==> src/rtl/ctrl_pkg.sv <==
// Shared definitions for the multi-cycle RV32I control path: opcode values,
// FSM state encoding, datapath mux select codes and the decoded
// instruction-class bundle. Used by the control FSM, the datapath and the bench.
package ctrl_pkg;

  localparam logic [6:0] OP_LUI    = 7'b0110111;
  localparam logic [6:0] OP_AUIPC  = 7'b0010111;
  localparam logic [6:0] OP_JAL    = 7'b1101111;
  localparam logic [6:0] OP_JALR   = 7'b1100111;
  localparam logic [6:0] OP_BRANCH = 7'b1100011;
  localparam logic [6:0] OP_LOAD   = 7'b0000011;
  localparam logic [6:0] OP_STORE  = 7'b0100011;
  localparam logic [6:0] OP_IMM    = 7'b0010011;
  localparam logic [6:0] OP_REG    = 7'b0110011;
  localparam logic [6:0] OP_SYSTEM = 7'b1110011;

  typedef enum logic [2:0] {
    ST_FETCH  = 3'd0,
    ST_DECODE = 3'd1,
    ST_EXEC   = 3'd2,
    ST_MEM    = 3'd3,
    ST_WB     = 3'd4,
    ST_HALTED = 3'd5
  } state_t;

  typedef enum logic [2:0] {
    IMM_NONE = 3'b000,
    IMM_I    = 3'b001,
    IMM_S    = 3'b010,
    IMM_B    = 3'b011,
    IMM_U    = 3'b100,
    IMM_J    = 3'b101
  } imm_sel_t;

  typedef enum logic [1:0] {
    SRC_A_PC    = 2'b00,
    SRC_A_OLDPC = 2'b01,
    SRC_A_RS1   = 2'b10
  } src_a_t;

  typedef enum logic [1:0] {
    SRC_B_RS2  = 2'b00,
    SRC_B_IMM  = 2'b01,
    SRC_B_FOUR = 2'b10
  } src_b_t;

  typedef enum logic [1:0] {
    ALU_ADD   = 2'b00,
    ALU_CMP   = 2'b01,
    ALU_FUNCT = 2'b10
  } alu_op_t;

  typedef enum logic [1:0] {
    RES_ALUOUT = 2'b00,
    RES_MEM    = 2'b01,
    RES_PC     = 2'b10
  } result_src_t;

  // One-hot instruction class
  typedef struct packed {
    logic r;
    logic i_alu;
    logic load;
    logic store;
    logic jalr;
    logic lui;
    logic auipc;
    logic branch;
    logic jal;
    logic sys;
  } op_class_t;

endpackage

==> src/rtl/ctrl_opclass_dec.sv <==
// Combinational opcode classifier.
// Ports:
//   op, funct3, imm : instruction fields from the IR
//   cls             : one-hot instruction class
//   imm_sel         : immediate format select for the datapath
//   halt            : ECALL/EBREAK seen and halting on them is enabled
//   illegal         : opcode is not an RV32I opcode handled by this core
module ctrl_opclass_dec
  import ctrl_pkg::*;
#(
  parameter int unsigned HALT_ON_EBREAK = 1
) (
  input  logic [6:0]  op,
  input  logic [2:0]  funct3,
  input  logic [11:0] imm,
  output op_class_t   cls,
  output logic [2:0]  imm_sel,
  output logic        halt,
  output logic        illegal
);

  always_comb begin
    cls     = '0;
    imm_sel = IMM_NONE;
    illegal = 1'b0;
    case (op)
      OP_REG:    cls.r = 1'b1;
      OP_IMM:    begin cls.i_alu  = 1'b1; imm_sel = IMM_I; end
      OP_LOAD:   begin cls.load   = 1'b1; imm_sel = IMM_I; end
      OP_STORE:  begin cls.store  = 1'b1; imm_sel = IMM_S; end
      OP_JALR:   begin cls.jalr   = 1'b1; imm_sel = IMM_I; end
      OP_LUI:    begin cls.lui    = 1'b1; imm_sel = IMM_U; end
      OP_AUIPC:  begin cls.auipc  = 1'b1; imm_sel = IMM_U; end
      OP_BRANCH: begin cls.branch = 1'b1; imm_sel = IMM_B; end
      OP_JAL:    begin cls.jal    = 1'b1; imm_sel = IMM_J; end
      OP_SYSTEM: cls.sys = 1'b1;
      default:   illegal = 1'b1;
    endcase
    halt = (HALT_ON_EBREAK != 0) && (op == OP_SYSTEM) && (funct3 == 3'b000) &&
           ((imm == 12'h000) || (imm == 12'h001));
  end

endmodule

==> src/rtl/multicycle_ctrl_fsm.sv <==
// Multi-cycle RV32I control unit: FETCH/DECODE/EXEC/MEM/WB sequencer driving
// one shared ALU and one memory port, with a memory watchdog and a
// retired-instruction counter.
// Ports:
//   clk, rst_n                : clock, synchronous active-low reset
//   op, funct3, imm           : IR fields
//   mem_ready, branch_taken   : memory handshake completion, ALU compare result
//   mem_req, mem_we, addr_sel : memory port control
//   ir_we, pc_we, pc_src      : IR/OldPC and PC write control
//   reg_we, result_src        : register-file write control
//   alu_src_a/b, alu_op       : shared-ALU operand and operation selects
//   imm_sel                   : immediate format (decoded from op in every state)
//   halted, err, instret      : status (sticky halt, error flags, retire count)
module multicycle_ctrl_fsm
  import ctrl_pkg::*;
#(
  parameter int unsigned CNT_W          = 32,
  parameter int unsigned TIMEOUT_CYC    = 255,
  parameter int unsigned HALT_ON_EBREAK = 1
) (
  input  logic             clk,
  input  logic             rst_n,
  input  logic [6:0]       op,
  input  logic [2:0]       funct3,
  input  logic [11:0]      imm,
  input  logic             mem_ready,
  input  logic             branch_taken,
  output logic             mem_req,
  output logic             mem_we,
  output logic             addr_sel,
  output logic             ir_we,
  output logic             pc_we,
  output logic             pc_src,
  output logic             reg_we,
  output logic [1:0]       alu_src_a,
  output logic [1:0]       alu_src_b,
  output logic [1:0]       alu_op,
  output logic [1:0]       result_src,
  output logic [2:0]       imm_sel,
  output logic             halted,
  output logic [1:0]       err,
  output logic [CNT_W-1:0] instret
);

  localparam logic [31:0] WD_LAST = TIMEOUT_CYC - 32'd1;

  state_t           state, state_next;
  op_class_t        cls;
  logic [2:0]       dec_imm_sel;
  logic             dec_halt, dec_illegal;
  logic [31:0]      wd_cnt;
  logic             waiting, wd_trip, retire;
  logic [1:0]       err_q;
  logic [CNT_W-1:0] cnt_q;

  ctrl_opclass_dec #(.HALT_ON_EBREAK(HALT_ON_EBREAK)) u_dec (
    .op      (op),
    .funct3  (funct3),
    .imm     (imm),
    .cls     (cls),
    .imm_sel (dec_imm_sel),
    .halt    (dec_halt),
    .illegal (dec_illegal)
  );

  // Derived from state rather than mem_req so the watchdog does not feed back
  // into the output/next-state process.
  assign waiting = ((state == ST_FETCH) || (state == ST_MEM)) && !mem_ready;
  // Trips on the TIMEOUT_CYC-th consecutive wait cycle, so mem_req is high for
  // exactly TIMEOUT_CYC unanswered cycles and is gone the cycle after.
  assign wd_trip = (TIMEOUT_CYC != 0) && waiting && (wd_cnt == WD_LAST);

  always_ff @(posedge clk) begin
    if (!rst_n) begin
      state  <= ST_FETCH;
      wd_cnt <= '0;
      err_q  <= '0;
      cnt_q  <= '0;
    end else begin
      state  <= state_next;
      wd_cnt <= (waiting && !wd_trip) ? wd_cnt + 32'd1 : '0;
      if (state == ST_DECODE && dec_illegal) err_q[0] <= 1'b1;
      if (wd_trip)                           err_q[1] <= 1'b1;
      if (retire)                            cnt_q    <= cnt_q + CNT_W'(1);
    end
  end

  // Outputs are held at zero for the whole time rst_n is low, so a reset
  // asserted mid-handshake withdraws mem_req immediately.
  assign err     = rst_n ? err_q : '0;
  assign instret = rst_n ? cnt_q : '0;

  always_comb begin
    state_next = state;
    retire     = 1'b0;
    mem_req    = 1'b0;
    mem_we     = 1'b0;
    addr_sel   = 1'b0;
    ir_we      = 1'b0;
    pc_we      = 1'b0;
    pc_src     = 1'b0;
    reg_we     = 1'b0;
    alu_src_a  = SRC_A_PC;
    alu_src_b  = SRC_B_RS2;
    alu_op     = ALU_ADD;
    result_src = RES_ALUOUT;
    imm_sel    = dec_imm_sel;
    halted     = (state == ST_HALTED);

    case (state)
      ST_FETCH: begin
        mem_req   = 1'b1;
        alu_src_b = SRC_B_FOUR;
        if (mem_ready) begin
          ir_we      = 1'b1;
          pc_we      = 1'b1;
          state_next = ST_DECODE;
        end else if (wd_trip) begin
          state_next = ST_HALTED;
        end
      end

      ST_DECODE: begin
        alu_src_a  = SRC_A_OLDPC;
        alu_src_b  = SRC_B_IMM;
        state_next = (dec_illegal || dec_halt) ? ST_HALTED : ST_EXEC;
      end

      ST_EXEC: begin
        state_next = ST_WB;
        if (cls.r) begin
          alu_src_a = SRC_A_RS1;
          alu_src_b = SRC_B_RS2;
          alu_op    = ALU_FUNCT;
        end else if (cls.i_alu) begin
          alu_src_a = SRC_A_RS1;
          alu_src_b = SRC_B_IMM;
          alu_op    = ALU_FUNCT;
        end else if (cls.load || cls.store) begin
          alu_src_a  = SRC_A_RS1;
          alu_src_b  = SRC_B_IMM;
          state_next = ST_MEM;
        end else if (cls.jalr) begin
          alu_src_a = SRC_A_RS1;
          alu_src_b = SRC_B_IMM;
        end else if (cls.lui) begin
          alu_src_b = SRC_B_IMM;
        end else if (cls.auipc) begin
          alu_src_a = SRC_A_OLDPC;
          alu_src_b = SRC_B_IMM;
        end else if (cls.branch) begin
          alu_src_a  = SRC_A_RS1;
          alu_src_b  = SRC_B_RS2;
          alu_op     = ALU_CMP;
          pc_we      = branch_taken;
          pc_src     = branch_taken;
          retire     = 1'b1;
          state_next = ST_FETCH;
        end else if (cls.jal) begin
          pc_we      = 1'b1;
          pc_src     = 1'b1;
          reg_we     = 1'b1;
          result_src = RES_PC;
          retire     = 1'b1;
          state_next = ST_FETCH;
        end else if (cls.sys) begin
          // Non-halting SYSTEM instructions retire as NOPs.
          retire     = 1'b1;
          state_next = ST_FETCH;
        end else begin
          state_next = ST_HALTED;
        end
      end

      ST_MEM: begin
        mem_req  = 1'b1;
        addr_sel = 1'b1;
        mem_we   = cls.store;
        if (mem_ready) begin
          if (cls.store) begin
            retire     = 1'b1;
            state_next = ST_FETCH;
          end else begin
            state_next = ST_WB;
          end
        end else if (wd_trip) begin
          state_next = ST_HALTED;
        end
      end

      ST_WB: begin
        reg_we     = 1'b1;
        retire     = 1'b1;
        state_next = ST_FETCH;
        if (cls.load) begin
          result_src = RES_MEM;
        end else if (cls.jalr) begin
          result_src = RES_PC;
          pc_we      = 1'b1;
          pc_src     = 1'b1;
        end
      end

      ST_HALTED: state_next = ST_HALTED;

      default: state_next = ST_FETCH;
    endcase

    if (!rst_n) begin
      mem_req    = 1'b0;
      mem_we     = 1'b0;
      addr_sel   = 1'b0;
      ir_we      = 1'b0;
      pc_we      = 1'b0;
      pc_src     = 1'b0;
      reg_we     = 1'b0;
      alu_src_a  = '0;
      alu_src_b  = '0;
      alu_op     = '0;
      result_src = '0;
      imm_sel    = '0;
      halted     = 1'b0;
    end
  end

endmodule

==> config.mk <==
export PLATFORM = sky130hd
export DESIGN_NAME = multicycle_ctrl_fsm
export DESIGN_NICKNAME = d
export VERILOG_FILES = /design/src/rtl/ctrl_pkg.sv /design/src/rtl/ctrl_opclass_dec.sv /design/src/rtl/multicycle_ctrl_fsm.sv
export SDC_FILE = /design/constraint.sdc
export NUM_CORES = 1
export LEC_CHECK = 0
export BUFFER_PORTS_ARGS = -buffer_cell sky130_fd_sc_hd__buf_2
export CAP_MARGIN = 20
export CORE_ASPECT_RATIO = 1.5
export CORE_MARGIN = 5
export CORE_UTILIZATION = 45
export CTS_BUF_LIST = sky130_fd_sc_hd__clkbuf_16
export DETAILED_ROUTE_END_ITERATION = 10
export GPL_ROUTABILITY_DRIVEN = 0
export GPL_TIMING_DRIVEN = 0
export PLACE_DENSITY = 0.67
export SLEW_MARGIN = 0
export SYNTH_ARGS = -nofsm -noshare
export SYNTH_HDL_FRONTEND = slang
export SYNTH_HIERARCHICAL = 1
export SYNTH_SLANG_ARGS = --single-unit
==> constraint.sdc <==
create_clock -name clk -period 4 [get_ports clk]
set_input_delay 0.2 -clock clk [delete_from_list [all_inputs] [get_ports clk]]
set_output_delay 0.2 -clock clk [all_outputs]
set_load 0.02 [all_outputs]
* Word level (Yosys, flattened, before mapping)
Cells that the tools add are included.
Widths: inputs -> output; s select.
** Operators by class
- Add/subtract/negate cells :: 2
- Eq/ne operators :: 17
- Mux-type cells :: 113
- Reductions and logical operators :: 20
** Operators with widths (count)
- $add 32x1->32 const B :: 2
- $mux 1 :: 63
- $mux 2 :: 25
- $mux 3 :: 15
- $eq 32x8->1 const B :: 1
- $mux 32 :: 1
- $pmux 3 s5 :: 2
- $eq 7x7->1 const B :: 4
- $eq 7x6->1 const B :: 3
- $eq 7x5->1 const B :: 2
- $eq 12x1->1 const B :: 1
- $logic_not 12->1 :: 1
- $reduce_or 10->1 :: 1
- $pmux 2 s2 :: 2
- $eq 7x2->1 const B :: 1
- $eq 3x2->1 const B :: 2
- $eq 3x3->1 const B :: 2
- $logic_and 1x1->1 :: 6
- $logic_not 3->1 :: 2
- $pmux 1 s3 :: 2
- $pmux 2 s3 :: 1
- $logic_or 1x1->1 :: 4
- $pmux 1 s2 :: 2
- $reduce_or 2->1 :: 2
- 4 further kinds :: 5
** Word-level totals
- Register bits after elaboration :: 69

* Logic depth before layout (Yosys ltp)
Gate-level depths: netlist of run 1.
- Word-level depth :: 12
- Gate-level depth with buffers :: 10
- Mapped depth without buffers :: 8

* By module
Netlist of run 1, hierarchy kept.
** By module, submodules not included
- multicycle_ctrl_fsm :: times used 1, cells an instance 483, area each 3842.4 sq um, sequential area each 1381.3 sq um
- ctrl_opclass_dec :: times used 1, cells an instance 37, area each 227.7 sq um, sequential area each 0.0 sq um

* Least setup slack after synthesis of run 1
No wires, ideal clock.
- Path type :: input-to-reg
- Start :: input op[3]
- End :: register cnt_q[27]
- Library setup time :: 0.070 ns
- Arrival time :: 2.453 ns
- Required time :: 3.930 ns
- Path slack :: 1.476 ns
- Stages on the path :: 8
- Buffers on the path :: 2
- Cells stage by stage :: buf_6 or4b_4 nor3_1 a21oi_1 buf_2 a21o_1 or4_1 a21oi_1
** RTL lines
- start, declared :: line multicycle_ctrl_fsm.sv:23 : input logic [6:0] op,
- end signal, assigned :: line multicycle_ctrl_fsm.sv:84 : if (retire) cnt_q <= cnt_q + CNT_W'(1);
- end, declared :: line multicycle_ctrl_fsm.sv:54 : logic [CNT_W-1:0] cnt_q;

==> reports/metrics.cfg, run 1 <==
[synthesis]
netlist-cell-type-count=56
synth_most_common_cell=nor2_1
syn-num-nets=549
synthCells=520
synth-edff-count=0
netlist_top_cells_count=nor2_1, dfxtp_1, and2_1, nand2_1, nand3_1
synth.avg_cell_area_um2=7.83
ys_warn_count=6
synth_top_area_frac=0.339
synth_area_leaders=dfxtp_1, nor2_1, and2_1, xnor2_1, nand2_1
ys_async_sr_fraction=0
synth_area_um2=4070
ys_seq_elements=69
ys.flop_type=dfxtp_1
synth.largest_area_cell=dfxtp_1
synth-seq-area-share=0.339

[cells_and_area]
syn_to_final_growth_pct=20.0
fillers=886
diodes=0
final_cells=720
fin_nets=634
drive_above_1_share=0.190

[clock_tree]
cts_tree=built
clkLatencyLatePin_ns=0.33
root_buffer=clkbuf_16
cts_buffers=9
clk_pin_slew_worst_paths_ns=0.05
cts_sinks=69
postCtsHoldBufs=0
cts_max_path_buffers=2
cts_setup_buffers=0
htreeDepth=3
post_cts_resized=0

[worst_setup_path]
arrival_ns=2.69
worst-path-max-fanout=5
cp.required_ns=3.80
cp-end-kind=primary output
worstSetupPathType=primary input to primary output
start_kind=primary input

[drt]
antenna_left=0
routed_wirelength_mm=10.8
via_per_inst=5.60
drc=0
num_vias=4029
first_pass_iters=4
drt_iter0_drc=211
routedWlPerCell_um=15.0

[timing]
worst_pin_slew_ns=0.991
final-hold-violation-count=0
fin_crit_ns=2.89
fmax_mhz=345
finalCritPeriodShare=0.724
rsz0062_at_grt=false
slew_headroom=0.331
timing.hold.ws_ns=0.380
tns_ns=0
setup_viol=0
slew_violations=0
fin_skew_ns=0.00790

[die]
die-width_um=87.7
die_area_um2=11100
start_util=0.461
core_um2=8830
pin_count=79
rows=42
dieHeight_um=126

[global_routing]
grt.overflow.total=0
grt_pass1_vias=3829
grt_usage=0.197
antenna_found_initial=0
grt_max_degree=12
grt_pass1_wl_mm=17.8

[power]
power_mw=1.81
leakagePower_nw=1.91
peakVddDrop_uv=278
powerDensity_nw_per_um2=370

[placed_design]
place_hpwl_mm=8.14
port_buffers=74
post-place-cells=704

[worst_hold_path]
hold_class=primary input to register

[outcome]
status=completed

[run]
drv_cap=0

==> critical path, cell delays in order <==
cell and delay (ns):
buf_2 0.11, nand2_1 0.08, or4b_4 0.53, nor3_1 0.63
nor2_1 0.24, nand4_1 0.21, nor2_1 0.07, o21a_1 0.18
or2_2 0.28, buf_2 0.16
==> cell usage in the layout, fill, tap and decap left out, types with 3 or more instances in the layout <==
cell / instances
and2_1: 37
xnor2_1: 25
ha_1: 3
and4_1: 8
a21o_1: 4
clkinv_1: 3
nand3b_1: 3
buf_6: 3
and3_1: 10
o21a_1: 4
nand2b_1: 9
nand2_1: 37
o31ai_1: 7
or3_1: 7
nor2_1: 88
a21oi_1: 22
buf_2: 77
clkbuf_16: 9
nand4_1: 22
nor3_1: 16
nor3b_1: 3
or4_1: 5
dfxtp_1: 69
xor2_1: 11
mux2_2: 9
nand3_1: 26
clkbuf_1: 16
o21ai_0: 12
inv_1: 8
nor4_1: 20
==> per-layer routing <==
layer  vias to the layer above  part of all wire  GRT usage
li1                       2022                 -          -
met1                      1882              0.40      0.225
met2                       105              0.52      0.353
met3                        20             0.055     0.0389
met4                         0             0.020     0.0750
met5                         -                 0          0
==> cell families after synthesis <==
family / Yosys count / share of synthesized area
AO/OA/AOI/OAI: 61 / 0.0941
XOR/XNOR: 36 / 0.0775
adder cells (fa/ha/maj): 3 / 0.00922
buffers and inverters: 31 / 0.0354
flip-flops: 69 / 0.339
multiplexers: 11 / 0.0301
AND/OR/NAND/NOR: 309 / 0.414
==> state kept, by name (all words and copies together), names as in the netlist <==
register and flops:
cnt_q 32, err_q 2, state 3, wd_cnt 32
==> power by group <==
part | leakage, nW | switching [mW] | internal, mW
Clock | 0.155 | 0.283 | 0.536
Combinational | 1.19 | 0.170 | 0.0925
Sequential | 0.556 | 0.0206 | 0.705
==> final timing paths <==
| path | startpoint | endpoint | slack, ns | cells past startpoint |
|---|---|---|---|---|
| worst max register to register | state[0]$_SDFF_PN0_ | cnt_q[22]$_SDFFE_PN0P_ | 1.80 | 7 |
| worst min-delay path | mem_ready | state[2]$_SDFF_PN0_ | 0.38 | 3 |
| worst max-delay path | op[1] | pc_we | 1.11 | 10 |
| worst min register to register | err_q[1]$_SDFFE_PN0P_ | err_q[1]$_SDFFE_PN0P_ | 0.46 | 1 |
==> cell type report <==
class,count,area [um^2],share of cell area
inverters,8,30.0,0.00615
multi-input cells,420,2540,0.521
plain buffers,23,114,0.0233
flip-flops and latches,69,1380,0.283
well taps,110,138,0.0282
clock inverters,7,81.3,0.0166
clock buffers,9,225,0.0461
repair buffers,74,370,0.0758
==> stage by stage <==
step / cell area (um^2) / util / setup WS (ns)
floorplan: 4070 / - / 1.48
global placement: 4580 / 0.519 / 0.928
detailed placement: 4580 / 0.519 / 0.914
CTS: 4880 / 0.553 / 1.09
global route: 4880 / 0.553 / 0.847
finish: 4880 / 0.553 / 1.11
(Power assumes the default switching activity.)
==> run 2: changes to the inputs <==
- clock period: 4 -> 2.7 ns (I/O delays scaled with it)
==> run 2 against run 1 <==
  * Combinational power increased by 49%
  * Non-clock buffer count unchanged
  * Clock-buffer cell count unchanged
  * Sequential share of layout area decreased by 0.065 points
  * Hold slack got worse by 0.062 ns
  * Utilization increased by 0.13 points
  * Wire length increased by 0.36%
  * Largest cell class unchanged
  * Largest power group unchanged
  * Highest routed layer unchanged
==> reports/metrics.cfg, run 2 (same netlist as run 1, synthesis figures left out) <==
[outcome]
status=completed

[cells_and_area]
drive_above_1_share=0.193  ; +0.00328
fin_nets=634  ; unchanged
syn_to_final_growth_pct=20.3
reg_top3=cnt_q: 32 flops, wd_cnt: 32 flops, state: 3 flops
final_cell_mix=nor2_1, buf_2, dfxtp_1
diodes=0  ; unchanged
final_cells=720  ; unchanged
final_common_cell=nor2_1

[power]
leakagePower_nw=1.91  ; about the same
p_clk_frac=0.453  ; about the same
power_frac_seq=0.401  ; about the same
power_switching_mw=0.703  ; +48%
power_mw=2.68  ; +48%
powerDensity_nw_per_um2=547  ; +48%
internal-power_mw=1.98  ; +48%
netSwitchingFraction=0.262  ; about the same
p_comb_frac=0.146  ; about the same
peakVddDrop_uv=412  ; +48%

[worst_setup_path]
cp_slowest_cell=or3_2
path_delay_family=simple AND/OR/NAND/NOR gates
path_cells=buf_2 -> nand2_1 -> or3_2 -> nor4_2 -> nor2_1 -> nand4_1 -> nor2_1 -> o21a_1 -> or2_2 -> buf_2
cp.required_ns=2.57  ; -1.23 ns
worst-path-max-fanout=5  ; unchanged
worstSetupPathType=primary input to primary output
slowest_delay_ns=0.46  ; -0.17 ns
start_kind=primary input
arrival_ns=2.31  ; -0.38 ns
cp-end-kind=primary output
path_buf_inv=2  ; unchanged

[drt]
num_vias=4033  ; +0.099%
routed_wirelength_mm=10.8  ; +0.36%
drt_iter0_drc=206  ; -2.4%
first_pass_iters=4  ; unchanged
drc=0  ; unchanged
antenna_left=0  ; unchanged
routedWlPerCell_um=15.0  ; +0.36%
via_per_inst=5.60  ; about the same

[die]
die_area_um2=11100  ; unchanged
dieHeight_um=126  ; unchanged
start_util=0.461  ; unchanged
core_um2=8830  ; unchanged
pin_count=79  ; unchanged
die-width_um=87.7  ; unchanged
rows=42  ; unchanged

[clock_tree]
cts_buffers=9  ; unchanged
root_buffer=clkbuf_16
cts_tree=built
cts_setup_buffers=0  ; unchanged
clk_pin_slew_worst_paths_ns=0.05  ; about the same
htreeDepth=3  ; unchanged
cts_sinks=69  ; unchanged
clkLatencyLatePin_ns=0.33  ; about the same
cts_max_path_buffers=2  ; unchanged

[global_routing]
antenna_found_initial=0  ; unchanged
grt_pass1_wl_mm=17.8  ; +0.12%
grt_max_degree=12  ; unchanged
grt_pass1_vias=3831  ; +0.052%
grt_usage=0.198  ; about the same
grt.overflow.total=0  ; unchanged

[timing]
fin_ws_ns=0.251  ; -0.854 ns
rsz0062_at_grt=false
final-hold-violation-count=0  ; unchanged
slew_violations=0  ; unchanged
setup_viol=0  ; unchanged
finalCritPeriodShare=0.907
slew_headroom=0.335  ; +0.00379
fmax_mhz=408
worst_pin_slew_ns=0.985  ; -0.00561 ns
fin_crit_ns=2.45
fin_skew_ns=0.00758  ; -0.000320 ns

[placed_design]
place_hpwl_mm=8.14  ; unchanged
port_buffers=74  ; unchanged
pre_cts_ws_ns=-0.321  ; -1.23 ns
post-place-cells=704  ; unchanged

[worst_hold_path]
hold_class=primary input to register

[run]
drv_cap=0  ; unchanged

-- run 2: cell counts in the layout (fill, tap and decap cells not counted) --
Identical to the previous run, type by type.
-- run 2: path summary, 6_finish.rpt --
path	from	end	cells after the start	slack (ns)
worst min-delay path	mem_ready	state[2]$_SDFF_PN0_	3	0.32
worst max-delay path	op[1]	pc_we	10	0.25
worst min register to register	err_q[1]$_SDFFE_PN0P_	err_q[1]$_SDFFE_PN0P_	1	0.46
worst max register to register	state[0]$_SDFF_PN0_	cnt_q[22]$_SDFFE_PN0P_	7	0.53
-- run 2: routing by layer --
| metal | part of all wire | up-vias | wire length [um] | global-route usage |
|---|---|---|---|---|
| met5 | 0 | - | 0 | 0 |
| met4 | 0.020 | 0 | 211 | 0.0750 |
| met3 | 0.050 | 21 | 535 | 0.0389 |
| met2 | 0.53 | 94 | 5680 | 0.353 |
| met1 | 0.40 | 1894 | 4370 | 0.226 |
| li1 | - | 2024 | - | - |
-- run 2: repair_timing --
| item | in CTS | in global routing |
|---|---|---|
| hold buffers | 0 | 0 |
| resized for setup | 1 | 1 |
| setup endpoints to repair | 1 | 4 |
-- run 2: area by class of cell --
class                      instances  area (um^2)
tap                              110          138
timing repair buffer              74          370
inverter                           8         30.0
fill                             885         3930
multi-input combinational        420         2560
sequential                        69         1380
buffer                            23          114
clock inverter                     7         81.3
clock buffer                       9          225
-- run 2: power by group through the flow --
stage / registers [mW] / logic, mW / clock network, mW
detailed placement: 1.10 / 0.386 / 0
floorplan: 1.09 / 0.272 / 0
global route: 1.08 / 0.430 / 1.29
finish: 1.07 / 0.391 / 1.21
CTS: 1.07 / 0.391 / 1.24
global placement: 1.09 / 0.380 / 0
-- run 2: worst register-to-register path: stages, from the launching register on --
cell and delay, ns:
dfxtp_1 0.34, buf_2 0.19, nor3b_2 0.27, a21oi_1 0.11, buf_2 0.22, a21oi_1 0.43
nand4_1 0.18, mux2_1 0.33
-- run 2: per-stage QoR --
step	hold slack, ns	util	setup TNS (ns)	area, um^2
final	0.319	0.555	0	4900
after global routing	0.353	0.555	0	4900
after CTS	0.310	0.554	0	4890
after detailed placement	0.452	0.519	-3.30	4580
after global placement	0.445	0.519	-2.68	4580
after floorplan	0.360	-	0	4070
